===== src/rtl/nibble_serial_addsub_pkg.sv =====
// Shared definitions for the nibble-serial add/subtract engine.
package nibble_serial_addsub_pkg;

  localparam int unsigned NibbleW = 4;

  typedef enum logic [0:0] {
    StIdle = 1'b0,
    StRun  = 1'b1
  } state_e;

endpackage


===== src/rtl/nibble_add_cin.sv =====
// Combinational 4-bit adder with carry-in; the single slice reused for every nibble.
module nibble_add_cin
  import nibble_serial_addsub_pkg::*;
(
  input  logic [NibbleW-1:0] a_i,
  input  logic [NibbleW-1:0] b_i,
  input  logic               cin_i,
  output logic [NibbleW-1:0] s_o,
  output logic               cout_o
);

  logic [NibbleW:0] sum;

  // Widen to NibbleW+1 bits so the carry falls out of the top bit.
  always_comb begin
    sum    = {1'b0, a_i} + {1'b0, b_i} + {{NibbleW{1'b0}}, cin_i};
    s_o    = sum[NibbleW-1:0];
    cout_o = sum[NibbleW];
  end

endmodule


===== src/rtl/nibble_serial_addsub.sv =====
// Multi-word add/subtract, one nibble per cycle LSB first, with start/busy/done handshake.
// sub=1 computes A-B as A + ~B + 1; carry_out=1 on subtract means no borrow.
module nibble_serial_addsub
  import nibble_serial_addsub_pkg::*;
#(
  parameter int unsigned NIBBLES = 4
) (
  input  logic                       clk_i,
  input  logic                       rst_ni,
  input  logic                       start_i,
  input  logic                       sub_i,
  input  logic [NibbleW*NIBBLES-1:0] op_a_i,
  input  logic [NibbleW*NIBBLES-1:0] op_b_i,
  output logic                       busy_o,
  output logic                       done_o,
  output logic [NibbleW*NIBBLES-1:0] result_o,
  output logic                       carry_out_o,
  output logic                       overflow_o
);

  localparam int unsigned W    = NibbleW * NIBBLES;
  localparam int unsigned IdxW = (NIBBLES > 1) ? $clog2(NIBBLES) : 1;
  localparam logic [IdxW-1:0] LastIdx = IdxW'(NIBBLES - 1);

  state_e            state_q;
  logic [IdxW-1:0]   idx_q;
  logic              carry_q;
  logic              sub_q;
  logic [W-1:0]      a_q, b_q, work_q, work_d;
  logic              busy_q, done_q, carry_out_q, overflow_q;
  logic [W-1:0]      result_q;

  logic [NibbleW-1:0] a_nib, b_nib, s_nib;
  logic               c_nib;
  logic               ovf_d;

  // Select the current nibble of each latched operand; B is inverted for subtract.
  always_comb begin
    a_nib = '0;
    b_nib = '0;
    for (int i = 0; i < int'(NIBBLES); i++) begin
      if (idx_q == IdxW'(i)) begin
        a_nib = a_q[NibbleW*i +: NibbleW];
        b_nib = b_q[NibbleW*i +: NibbleW] ^ {NibbleW{sub_q}};
      end
    end
  end

  nibble_add_cin u_slice (
    .a_i    (a_nib),
    .b_i    (b_nib),
    .cin_i  (carry_q),
    .s_o    (s_nib),
    .cout_o (c_nib)
  );

  // Merge the fresh nibble into the working word; also form signed overflow from the MSB nibble.
  always_comb begin
    work_d = work_q;
    for (int i = 0; i < int'(NIBBLES); i++) begin
      if (idx_q == IdxW'(i)) begin
        work_d[NibbleW*i +: NibbleW] = s_nib;
      end
    end
    ovf_d = (a_q[W-1] == (b_q[W-1] ^ sub_q)) && (s_nib[NibbleW-1] != a_q[W-1]);
  end

  // Control FSM, datapath registers and registered outputs; outputs update only at done.
  always_ff @(posedge clk_i or negedge rst_ni) begin
    if (!rst_ni) begin
      state_q     <= StIdle;
      idx_q       <= '0;
      carry_q     <= 1'b0;
      sub_q       <= 1'b0;
      a_q         <= '0;
      b_q         <= '0;
      work_q      <= '0;
      busy_q      <= 1'b0;
      done_q      <= 1'b0;
      result_q    <= '0;
      carry_out_q <= 1'b0;
      overflow_q  <= 1'b0;
    end else begin
      done_q <= 1'b0;
      unique case (state_q)
        StIdle: begin
          if (start_i) begin
            a_q     <= op_a_i;
            b_q     <= op_b_i;
            sub_q   <= sub_i;
            carry_q <= sub_i;
            idx_q   <= '0;
            busy_q  <= 1'b1;
            state_q <= StRun;
          end
        end
        StRun: begin
          work_q  <= work_d;
          carry_q <= c_nib;
          idx_q   <= idx_q + 1'b1;
          if (idx_q == LastIdx) begin
            idx_q       <= '0;
            state_q     <= StIdle;
            busy_q      <= 1'b0;
            done_q      <= 1'b1;
            result_q    <= work_d;
            carry_out_q <= c_nib;
            overflow_q  <= ovf_d;
          end
        end
        default: state_q <= StIdle;
      endcase
    end
  end

  assign busy_o      = busy_q;
  assign done_o      = done_q;
  assign result_o    = result_q;
  assign carry_out_o = carry_out_q;
  assign overflow_o  = overflow_q;

endmodule

===== config.mk =====
export PLATFORM = sky130hd
export DESIGN_NAME = nibble_serial_addsub
export DESIGN_NICKNAME = d
export VERILOG_FILES = /design/src/rtl/nibble_serial_addsub_pkg.sv /design/src/rtl/nibble_add_cin.sv /design/src/rtl/nibble_serial_addsub.sv
export SDC_FILE = /design/constraint.sdc
export NUM_CORES = 1
export LEC_CHECK = 0
export BUFFER_PORTS_ARGS = -buffer_cell sky130_fd_sc_hd__buf_2
export CAP_MARGIN = 20
export CORE_MARGIN = 1.5
export CORE_UTILIZATION = 52
export CTS_BUF_LIST = sky130_fd_sc_hd__clkbuf_8
export DETAILED_ROUTE_END_ITERATION = 16
export HOLD_SLACK_MARGIN = 0.06
export PLACE_DENSITY = 0.78
export SETUP_SLACK_MARGIN = 0.5
export SYNTH_ARGS = -nofsm -noshare
export SYNTH_HDL_FRONTEND = slang
export SYNTH_SLANG_ARGS = --single-unit

===== constraint.sdc =====
create_clock -name clk_i -period 2.77 [get_ports clk_i]
set_input_delay 0 -clock clk_i [delete_from_list [all_inputs] [get_ports clk_i]]
set_output_delay 0 -clock clk_i [all_outputs]
set_load 0.005 [all_outputs]

---- Word level (Yosys, flattened, before mapping) ----
Index checks and enable logic that the tools add are counted.
operators by class
  reduce and logical (&&, ||, !) cells .... 5
  equal/unequal tests ..................... 7
  $add $sub $neg .......................... 3
  bitwise operators ....................... 6
  muxes and demuxes ....................... 25
operator list
  cell                   number
  $mux W4                12
  $xor A4 B4 Y4          4
  $mux W1                7
  $pmux W1 S2            3
  $reduce_and A2 Y1      3
  $add A4 B4 Y5          1
  $add A5 B1 Y5          1
  $eq A2 B2 Y1 const B   2
  $mux W2                2
  $pmux W2 S2            1
  $add A2 B1 Y2 const B  1
  $eq A2 B1 Y1 const B   1
  $logic_not A2 Y1       1
  $ne A2 B1 Y1 const B   1
  $ne A2 B2 Y1 const B   1
  $eq A1 B1 Y1           1
  $logic_and A1 B1 Y1    1
  $ne A1 B1 Y1           1
  $not A1 Y1             1
  $xor A1 B1 Y1          1
storage, ports and cells
  register bits after elaboration ......... 73
  input bits .............................. 36
  logic and storage cells ................. 58

---- Logic depth before layout (Yosys ltp) ----
Gate-level depths: netlist of run 1.
  word-level depth ........................ 9
  mapped depth ............................ 14
  gate-level depth less buffers ........... 13

---- Cells and area by module ----
A second synthesis of run 1 with hierarchy kept.
unflattened totals
  cell total of the unflattened synthesis .. 272
  area total of the unflattened synthesis .. 3285.7 µm²
by module, submodules not included
  module                cells each  instances  area each (µm²)
  nibble_serial_addsub  256         1          3141.8
  nibble_add_cin        16          1          143.9

---- Worst setup path before layout of run 1 ----
OpenSTA, ideal clock, no wires.
  kind .................................... reg2reg
  start point ............................. reg idx_q[0]
  end point ............................... reg work_q[1]
  required time ........................... 2.645 ns
  slack ................................... -0.054 ns
  stages on the path, launching flop included .. 12
  setup time .............................. 0.125 ns
  data arrival time ....................... 2.699 ns
  path through ............................ dfrtp_1 inv_1 ha_1 buf_2 nor2b_1 a221oi_1 a211oi_1 a21oi_1 fa_1 inv_1 fa_1 mux2_2
between the ends
  word-level cells in the longest chain between the ends .. 8
ends and longest elaborated chain
  element                 line                                                    RTL
  from (decl)             nibble_serial_addsub.sv:26                              logic [IdxW-1:0] idx_q;
  from (signal assigned)  nibble_serial_addsub.sv:100                             idx_q <= idx_q + 1'b1;
  $logic_not A2 Y1        nibble_serial_addsub.sv:42, nibble_serial_addsub.sv:61
  $mux W4 (4 in a row)    nibble_serial_addsub.sv:42                              if (idx_q == IdxW'(i)) begin
  $add A4 B4 Y5           nibble_add_cin.sv:16                                    sum = {1'b0, a_i} + {1'b0, b_i} + {{NibbleW{1'b0}}, cin_i};
  $add A5 B1 Y5           nibble_add_cin.sv:16
  $mux W4 (*)             nibble_serial_addsub.sv:61                              if (idx_q == IdxW'(i)) begin
  to (signal assigned)    nibble_serial_addsub.sv:98                              work_q <= work_d;
  to (decl)               nibble_serial_addsub.sv:29                              logic [W-1:0] a_q, b_q, work_q, work_d;
Every way passes the cells marked *; elsewhere a longest branch is shown, timed or not.
A chain may end at the register's enable or synchronous reset.

---- Worst setup path in the final report of run 1 ----
  start point ............................. reg idx_q[0]
  end point ............................... reg result_q[10] (netlist: result_o[10])
between the ends
  word-level cells in the longest chain between the ends .. 8
ends and longest elaborated chain
  element               line                         RTL
  $logic_not A2 Y1      nibble_serial_addsub.sv:42
  $mux W4 (4 in a row)  nibble_serial_addsub.sv:42
  $add A4 B4 Y5         nibble_add_cin.sv:16
  $add A5 B1 Y5         nibble_add_cin.sv:16
  $mux W4               nibble_serial_addsub.sv:61
  to (signal assigned)  nibble_serial_addsub.sv:106  result_q <= work_d;
  to (decl)             nibble_serial_addsub.sv:31   logic [W-1:0] result_q;
Parallel ways exist; a longest one is shown, timed or not.

==> summary.md, run 1 <==
| Metric | Value |
|---|---|
| Max_cap viols | 0 |
| Clk slew on worst S/H paths | 0.08 ns |
| Reg2Reg Setup Slack | 0.07 ns |
| Area Growth Syn to Fin | 41.5% |
| Vias | 2635 |
| Standard-cell rows | 28 |
| Cell Area, Synth | 0.00327 mm^2 |
| DR vias/cell | 5.46 |
| Synth area leader | dfrtp_1 |
| Unrepaired setup endpoints after global routing | yes |
| WP data arrival | 2.93 ns |
| Starting Density | 54.6% |
| Num CTS Buffers | 9 |
| Final setup viols | 0 |
| Yosys reg bits | 69 |
| CTS root buffer | clkbuf_8 |
| Cell depth of the worst flop-to-flop path | 13 |
| Area contributors post-synth | dfrtp_1 (53%), mux2_2 (12%), nand2_1 (4.8%), o21ai_0 (4.4%), ha_1 (2.7%) |
| Vias in the first global route | 2675 |
| First-pass GRT wire length | 12900 um |
| Max Slew Vio Count | 0 |
| Slew margin rel. | 42.6% |
| Die ar. | 0.00678 mm^2 |
| Area post-placement | 0.00374 mm^2 |
| Antenna viol nets, final | 0 |
| Gpl congestion | 0.791 |
| Worst setup margin | 0.0700 ns |
| Fin Clk Skew | 0.0115 ns |
| DR pass1 iterations | 4 |
| Initial DRC count | 121 |
| Skew-Pair Late Insertion Delay | 0.35 ns |
| FF-to-FF Start | idx_q[0] |
| Pre-CTS setup slack | 0.0566 ns |
| Largest net degree at the start of global routing | 70 |
| Top_reg_cell synth | dfrtp_1 |
| DP Cell Count | 411 |
| Hold Violations, Final | 0 |
| Critical Path Sink Type | register |
| Die width | 82.3 um |
| Cell variety after synth | 36 |
| Final period utilization | 97.5% |
| Min Clock Period, post-route | 2.70 ns |
| CTS sink cnt | 69 |
| GR Overflow Total | 0 |
| Avg Synthesized Cell Area | 11.3 um^2 |
| Syn_nets | 335 |
| Req. time, crit path | 3.00 ns |
| CTS H-tree depth | 3 |
| Worst Hold Class | in -> async |
| Critical path class | reg -> reg |
| WL per Instance | 17.2 um |
| Detailed Place HPWL | 4790 um |
| FF-to-FF End | result_o[10] |
| DRC viols | 0 |
| Startpoint types | register |
| Fraction of layout cells with a size suffix above 1 | 41.4% |
| Post-synth EDFFs | 0 |
| Ant diodes | 0 |
| Initial antenna violation count | 0 |
| GR Util All Layers | 26.3% |
| Post-Synthesis Cells | 290 |
| Non-Filler Instances | 483 |
| Fillers | 359 |
| Status | finished, final reports clean |
| Asr flop ratio synth | 100% |
| CTS tree | built |
| WL final | 8320 um |
| Ports | 56 |
| CTS Buffer Depth | 2 |
| Die H | 82.3 um |
| Synthesis Warnings | 0 |
| Core area | 0.00599 mm^2 |
| Fmax | 370 MHz |
| Cell area after layout | 0.00463 mm^2 |
| Sequential area share after synthesis | 52.8% |
| Nets | 448 |
| Crit path max fanout | 7 |
| Worst slew pin tran | 0.862 ns |
| I/O Buffers | 55 |
| Post-synth top area share | 52.8% |
==> what timing repair did <==
action / CTS / global route
hold buffers: 35 / 0
endpoints found under the hold margin: 105 / 0
endpoints found under the setup margin: 27 / 31
pin swaps: 8 / 17
buffers inserted: 16 / 5
gates resized for setup: 17 / 11
==> synth_stat cells (3+ instances only) <==
master,instances
dfrtp_1,69
nand2_1,42
mux2_2,36
o21ai_0,29
a21oi_1,17
buf_2,10
xor2_1,9
xnor2_1,8
ha_1,7
clkbuf_1,6
inv_1,6
mux2i_1,6
nor2b_1,6
a221oi_1,4
nor2_1,4
a221o_1,3
nor3b_1,3
o31ai_1,3
==> flip-flops by register name, indices dropped and copies added, names as in the netlist <==
| register | count |
|---|---|
| a_q | 16 |
| b_q | 16 |
| busy_o | 1 |
| carry_out_o | 1 |
| carry_q | 1 |
| done_o | 1 |
| idx_q | 2 |
| overflow_o | 1 |
| result_o | 16 |
| state_q | 1 |
| sub_q | 1 |
| work_q | 12 |
==> critical path: stages, from the launching register on <==
cell,delay [ns]
dfrtp_2,0.44
inv_4,0.07
ha_4,0.17
nor2b_4,0.13
buf_6,0.12
buf_6,0.10
a221o_1,0.34
a21oi_2,0.19
a21oi_2,0.08
fa_2,0.42
xnor2_4,0.27
nand2_1,0.08
o21ai_1,0.07
o21ai_1,0.07
==> kinds of logic after synthesis <==
family	synth area share, %
multiplexers	14.2
AO/OA/AOI/OAI	11.2
flip-flops	52.8
AND/OR/NAND/NOR	9.29
XOR/XNOR	5.05
buffers and inverters	3.59
adder cells (fa/ha/maj)	3.90
==> layout make-up <==
type | instances | area, um^2 | area share (%)
clock buffers | 9 | 124 | 2.68
repair buffers | 121 | 885 | 19.1
multi-input cells | 196 | 1630 | 35.1
inverters | 6 | 25.0 | 0.541
well taps | 75 | 93.8 | 2.03
flip-flops and latches | 69 | 1730 | 37.4
clock inverters | 7 | 146 | 3.16
==> how the worst max path moves through the flow <==
stage	startpoint	to	slack, ns
3_5_place_dp	idx_q[1]	result_o[6]	0.06
3_3_place_gp	idx_q[1]	result_o[2]	0.11
5_1_grt	idx_q[1]	result_o[10]	-0.06
4_1_cts	idx_q[1]	result_o[10]	0.18
2_1_floorplan	idx_q[1]	result_o[10]	0.23
6_report	idx_q[0]	result_o[10]	0.07
==> placed cells by master, fill, tap and decap left out, types with 4 or more instances in the layout <==
master | synthesis | routed
xor2_1 | 9 | 9
buf_4 | 1 | 25
mux2i_1 | 6 | 6
buf_2 | 10 | 55
clkbuf_8 | 0 | 9
o21ai_1 | 0 | 20
dfrtp_1 | 69 | 67
nor2b_1 | 6 | 4
xnor2_1 | 8 | 6
buf_6 | 1 | 5
a21oi_1 | 17 | 11
o21ai_0 | 29 | 8
dlygate4sd3_1 | 0 | 35
mux2_2 | 36 | 35
ha_4 | 0 | 5
a21oi_2 | 0 | 6
nor2_1 | 4 | 4
nand2_1 | 42 | 41
bufinv_16 | 0 | 4
==> layer usage <==
layer / GRT usage (%) / up-vias / part of all wire, %
li1: - / 1237 / -
met1: 30.2 / 1279 / 40
met2: 46.7 / 94 / 52
met3: 7.03 / 25 / 4.3
met4: 9.66 / 0 / 3.2
met5: 0 / - / 0
==> stage by stage <==
| stage | setup TNS (ns) | utilization, % | hold slack (ns) |
|---|---|---|---|
| after floorplan | 0 | - | -0.296 |
| after global placement | 0 | 62.4 | 0.231 |
| after detailed placement | 0 | 62.4 | 0.234 |
| after CTS | 0 | 76.2 | 0.400 |
| after global routing | -0.276 | 77.3 | 0.425 |
| final | 0 | 77.3 | 0.373 |
Power of run 1 is not shown: default switching activity piles up to over one toggle a cycle in this logic, so the estimate is an artifact.
==> run 2, diff against run 1 <==
--- a/config.mk
+++ b/config.mk
@@ -13,7 +13,7 @@
 export DETAILED_ROUTE_END_ITERATION = 16
 export HOLD_SLACK_MARGIN = 0.06
 export PLACE_DENSITY = 0.78
-export SETUP_SLACK_MARGIN = 0.5
+export SETUP_SLACK_MARGIN = 0.2
 export SYNTH_ARGS = -nofsm -noshare
 export SYNTH_HDL_FRONTEND = slang
 export SYNTH_SLANG_ARGS = --single-unit
==> summary.md, run 2 (same netlist as run 1, synthesis figures left out) <==
| Metric | Value |
|---|---|
| Final setup viols | 0 |
| CTS Buffer Depth | 2 |
| Most frequent cells in the layout | dfrtp_1 (67), buf_2 (55), nand2_1 (41) |
| Most common cell after layout, fill and taps aside | dfrtp_1 |
| WL final | 7770 um |
| WL per Instance | 16.2 um |
| Vias | 2555 |
| Grt met1 use | 28.9% |
| Die H | 82.3 um |
| Critical Path Sink Type | register |
| Gpl congestion | 0.864 |
| Antenna viol nets, final | 0 |
| Die ar. | 0.00678 mm^2 |
| Crit path max fanout | 7 |
| Unrepaired setup endpoints after global routing | yes |
| GR Util All Layers | 24.7% |
| Pre-CTS setup slack | 0.00384 ns |
| Vias in the first global route | 2589 |
| Area Growth Syn to Fin | 38.2% |
| Non-Filler Instances | 479 |
| Slew margin rel. | 43.8% |
| Core area | 0.00599 mm^2 |
| DR vias/cell | 5.33 |
| Initial DRC count | 132 |
| Initial antenna violation count | 0 |
| Nets | 444 |
| Fmax | 383 MHz |
| Ant diodes | 0 |
| Num CTS Buffers | 9 |
| Skew-Pair Late Insertion Delay | 0.34 ns |
| Max_cap viols | 0 |
| GR Overflow Total | 0 |
| CTS H-tree depth | 3 |
| Max Slew Vio Count | 0 |
| Min Clock Period, post-route | 2.61 ns |
| DR pass1 iterations | 4 |
| Met2 Use GR | 42.0% |
| First-pass GRT wire length | 12200 um |
| DP Cell Count | 415 |
| Clk slew on worst S/H paths | 0.07 ns |
| Worst Hold Class | in -> async |
| Final period utilization | 94.3% |
| Power Dens Cells | 1530 mW/mm^2 |
| Detailed Place HPWL | 4670 um |
| Die width | 82.3 um |
| Peak VDD IR | 1140 uV |
| Worst setup margin | 0.159 ns |
| Starting Density | 54.6% |
| I/O Buffers | 55 |
| CTS root buffer | clkbuf_8 |
| Setup TNS | 0 ns |
| Ports | 56 |
| Critical path class | reg -> reg |
| Req. time, crit path | 2.99 ns |
| Hold Violations, Final | 0 |
| CTS tree | built |
| GR peak layer | met2 |
| Standard-cell rows | 28 |
| Worst slew pin tran | 0.843 ns |
| CTS sink cnt | 69 |
| Met3 Usage GRT | 7.58% |
| DRC viols | 0 |
| WP data arrival | 2.83 ns |
| Leakage power | 2.06 nW |
| Startpoint types | register |
| Fraction of layout cells with a size suffix above 1 | 40.8% |
| Largest net degree at the start of global routing | 70 |
| Fin Clk Skew | 0.00616 ns |
| Status | finished, final reports clean |
## run 2: cell types whose count changed in the layout (fill, tap and decap cells not counted), moves of 2 or more
cell       previous run  this run
o21ai_1              20         9
o21ai_0               8        16
buf_6                 5         2
o21ai_2               1         4
bufinv_16             4         2
clkbuf_8              9        11
clkinv_4              2         0
inv_1                 3         5
nor2b_1               4         2
## run 2: what timing repair did
item | 4_1_cts | 5_1_grt
setup endpoints to repair | 24 | 24
setup buffers | 7 | 6
endpoints found under the hold margin | 105 | 0
hold buffers | 35 | 0
pin swaps | 10 | 19
resized for setup | 20 | 26
## run 2: critical path, cell delays in order, from the launching register on
cell and delay (ns):
dfrtp_1 0.41, inv_2 0.13, ha_4 0.20, nor2b_4 0.05
buf_4 0.15, a221o_1 0.34, a21oi_2 0.18, a21oi_2 0.05
ha_1 0.35, a21oi_2 0.14, nand2_2 0.08, xnor2_1 0.13
buf_4 0.18, o21ai_0 0.08
## run 2: power breakdown
| part | internal, mW | switching [mW] |
|---|---|---|
| clock network | 0.550 | 0.375 |
| registers | 1.51 | 0.370 |
| logic | 2.08 | 2.04 |
## run 2: final timing paths
path,slack [ns],startpoint,cells past startpoint,to
setup / recovery,0.16,idx_q[1],13,result_o[15]
hold / removal,0.36,rst_ni,3,result_o[3]
setup reg to reg,0.16,idx_q[1],13,result_o[15]
hold reg to reg,0.47,result_o[1],2,result_o[1]
max in group asynchronous,1.78,rst_ni,3,sub_q
min in group clk_i,0.42,op_a_i[5],3,a_q[5]
## run 2: routing by layer
layer	up-vias	share of wire, %	wire length [um]
met1	1243	42	3280
met3	9	4.4	343
met5	-	0	0
li1	1221	-	-
met4	0	1.2	92
met2	82	52	4060
## run 2: layout make-up
class | instances | area, um^2
flip-flops and latches | 69 | 1730
multi-input cells | 196 | 1600
fillers | 380 | 1470
repair buffers | 117 | 848
clock buffers | 11 | 151
well taps | 75 | 93.8
clock inverters | 5 | 75.1
inverters | 6 | 25.0
## run 2: metrics by stage
step | util, % | power [mW] | instance area [um^2] | hold WS, ns
after floorplan | - | 4.25 | 3340 | -0.296
after global placement | 61.9 | 5.07 | 3710 | 0.231
after detailed placement | 61.9 | 5.21 | 3710 | 0.234
after CTS | 73.4 | 6.46 | 4390 | 0.402
after global routing | 75.5 | 7.43 | 4520 | 0.420
final | 75.5 | 6.93 | 4520 | 0.360
(Power assumes the default switching activity.)
==> run 3, diff against run 2 <==
--- a/config.mk
+++ b/config.mk
@@ -5,14 +5,15 @@
 export SDC_FILE = /design/constraint.sdc
 export NUM_CORES = 1
 export LEC_CHECK = 0
+export ABC_AREA = 1
 export BUFFER_PORTS_ARGS = -buffer_cell sky130_fd_sc_hd__buf_2
 export CAP_MARGIN = 20
 export CORE_MARGIN = 1.5
-export CORE_UTILIZATION = 52
+export CORE_UTILIZATION = 62
 export CTS_BUF_LIST = sky130_fd_sc_hd__clkbuf_8
 export DETAILED_ROUTE_END_ITERATION = 16
 export HOLD_SLACK_MARGIN = 0.06
-export PLACE_DENSITY = 0.78
+export PLACE_DENSITY = 0.87
 export SETUP_SLACK_MARGIN = 0.2
 export SYNTH_ARGS = -nofsm -noshare
 export SYNTH_HDL_FRONTEND = slang
==> constraint.sdc (replaced) <==
create_clock -name clk_i -period 3.1 [get_ports clk_i]
set_input_delay 0 -clock clk_i [delete_from_list [all_inputs] [get_ports clk_i]]
set_output_delay 0 -clock clk_i [all_outputs]
set_load 0.005 [all_outputs]
==> summary.md, run 3 <==
| Metric | Value |
|---|---|
| Status | finished, final reports clean |
| Fraction of layout cells with a size suffix above 1 | 19.2% |
| Most common cell after layout, fill and taps aside | nand2_1 |
| Cell Area, Synth | 0.00335 mm^2 |
| Gpl congestion | 0.890 |
| Hold Violations, Final | 0 |
| Post-Synthesis Cells | 412 |
| Final setup viols | 0 |
| Crit path from | idx_q[0] |
| Post-synth top area share | 51.5% |
| WL final | 8450 um |
| CTS sink cnt | 69 |
| DR vias/cell | 5.33 |
| Crit path max fanout | 5 |
| Most frequent cells in the layout | nand2_1 (181), dfrtp_1 (69), buf_2 (55) |
| Peak VDD IR | 675 uV |
| Fin Clk Skew | 0.00863 ns |
| Num CTS Buffers | 9 |
| Detailed Place HPWL | 5100 um |
| GR peak layer | met2 |
| Antenna viol nets, final | 0 |
| Most numerous cell in the Yosys netlist | nand2_1 |
| DRC viols | 0 |
| Req. time, crit path | 3.31 ns |
| Asr flop ratio synth | 100% |
| Max_cap viols | 0 |
| Largest net degree at the start of global routing | 45 |
| Power Dens Cells | 1240 mW/mm^2 |
| GR Overflow Total | 0 |
| Switching part of the total power | 44.2% |
| Fin Hold WS | 0.184 ns |
| Initial antenna violation count | 0 |
| Top_reg_cell synth | dfrtp_1 |
| Int Pwr | 2.96 mW |
| Fillers | 306 |
| Synthesis Warnings | 0 |
| Unrepaired setup endpoints after global routing | yes |
| Die width | 76.5 um |
| Part of the power in registers | 30.7% |
| Min Clock Period, post-route | 2.81 ns |
| Vias | 3094 |
| Startpoint types | register |
| Die H | 76.5 um |
| Critical Path Sink Type | register |
| Met3 Usage GRT | 5.51% |
| Fmax | 356 MHz |
| Standard-cell rows | 26 |
| GR Util All Layers | 30.7% |
| DR pass1 iterations | 7 |
| NetSw | 2.35 mW |
| WL per Instance | 14.6 um |
| FF-to-FF Start | idx_q[0] |
| First-pass GRT wire length | 14000 um |
| Worst Hold Class | in -> async |
| CTS tree | built |
| Starting Density | 64.8% |
| Vias in the first global route | 3041 |
| Final period utilization | 90.6% |
| I/O Buffers | 55 |
| Ports | 56 |
| Cell variety after synth | 23 |
| Yosys reg bits | 69 |
| Die ar. | 0.00585 mm^2 |
| CTS Buffer Depth | 2 |
| Critical path class | reg -> reg |
| Initial DRC count | 311 |
| Skew-Pair Late Insertion Delay | 0.35 ns |
| Sequential area share after synthesis | 51.5% |
| Syn_nets | 457 |
| Post-synth EDFFs | 0 |
| Ant diodes | 0 |
| Setup TNS | 0 ns |
| Max Slew Vio Count | 0 |
| Clock power frac | 16.5% |
| Clk slew on worst S/H paths | 0.08 ns |
| Grt met1 use | 38.9% |
| Area Growth Syn to Fin | 28.0% |
| CTS H-tree depth | 3 |
| Avg Synthesized Cell Area | 8.13 um^2 |
| CTS root buffer | clkbuf_8 |
| WP data arrival | 3.02 ns |
| Comb pwr share | 52.8% |
| Area contributors post-synth | dfrtp_1 (52%), nand2_1 (20%), o21ai_0 (6.4%), nand3_1 (3.0%), ha_1 (2.6%) |
| Worst slew pin tran | 0.594 ns |
| Slew margin rel. | 60.4% |
| Most frequent cells after synthesis | nand2_1 (181), dfrtp_1 (69), o21ai_0 (43) |
| Core area | 0.00517 mm^2 |
| Nets | 550 |
| Leakage power | 2.26 nW |
| Met2 Use GR | 51.2% |
| Synth area leader | dfrtp_1 |
[run 3: cell count changes in the layout (fill, tap and decap cells not counted), sizes merged, moves of 7 or more]
cell / delta
or2: +7
buf: -14
nand2: +139
nor2: +8
inv: +14
nand3: +20
a21oi: -7
mux2: -36
o21ai: +14
[run 3: metrics by stage]
stage	util [%]	setup slack, ns	power (mW)	cell area (um^2)	instances
after global placement	70.9	0.396	4.06	3660	526
after floorplan	-	0.503	3.50	3350	412
final	82.9	0.291	5.31	4290	580
after global routing	82.9	0.0586	5.75	4290	580
after detailed placement	70.9	0.267	4.21	3660	526
after CTS	82.3	0.222	5.15	4260	577
[run 3: final timing paths]
kind	end	slack (ns)	cells past startpoint
max	work_q[9]	0.29	14
min	result_o[4]	0.18	2
max reg2reg	work_q[9]	0.29	14
min reg2reg	result_o[12]	0.47	2
max in group asynchronous	a_q[10]	1.94	3
min in group clk_i	a_q[5]	0.38	4
[run 3: critical path: stages (launching register included)]
cell,delay (ns)
dfrtp_1,0.42
inv_2,0.11
ha_1,0.18
inv_1,0.08
nor2_4,0.17
a22oi_1,0.12
o21ai_1,0.17
o21ai_1,0.11
fa_1,0.39
inv_1,0.10
fa_2,0.48
nand2_1,0.08
o21ai_0,0.11
nand2_1,0.08
o21ai_0,0.09
[run 3: layout make-up]
class | instances | area [um^2] | area share [%]
repair buffers | 103 | 723 | 16.9
clock buffers | 13 | 179 | 4.17
inverters | 22 | 82.6 | 1.93
clock inverters | 3 | 65.1 | 1.52
well taps | 70 | 87.6 | 2.04
flip-flops and latches | 69 | 1730 | 40.3
multi-input cells | 300 | 1430 | 33.2
[run 3: timing repair]
| item | in CTS | in global routing |
|---|---|---|
| hold buffers | 35 | 0 |
| endpoints found under the setup margin | 0 | 21 |
| hold endpoints to repair | 62 | 0 |
| gates resized for setup | 0 | 8 |
| buffers inserted | 0 | 3 |
[run 3: cell families (layout without fill, tap and decap cells)]
family / Yosys count / in the layout / synth area share, %
adders and majority gates: 9 / 9 / 3.81
AOI/OAI and AO/OA: 59 / 59 / 9.22
DFF: 69 / 69 / 51.5
and+or+nand+nor: 220 / 220 / 26.1
xor gates and xnor gates: 12 / 12 / 3.14
buffers and inverters: 43 / 141 / 6.16
[run 3: metal layers]
metal	vias up	part of all wire (%)
met1	1439	42
li1	1478	-
met4	0	2.5
met3	23	6.1
met5	-	0
met2	154	50
[run 3: power by group through the flow]
stage	combinational (mW)	clock [mW]	sequential, mW
after floorplan	1.95	0	1.56
after global placement	2.45	0	1.61
after detailed placement	2.59	0	1.63
after CTS	2.66	0.876	1.61
after global routing	3.15	0.921	1.68
final	2.81	0.877	1.63
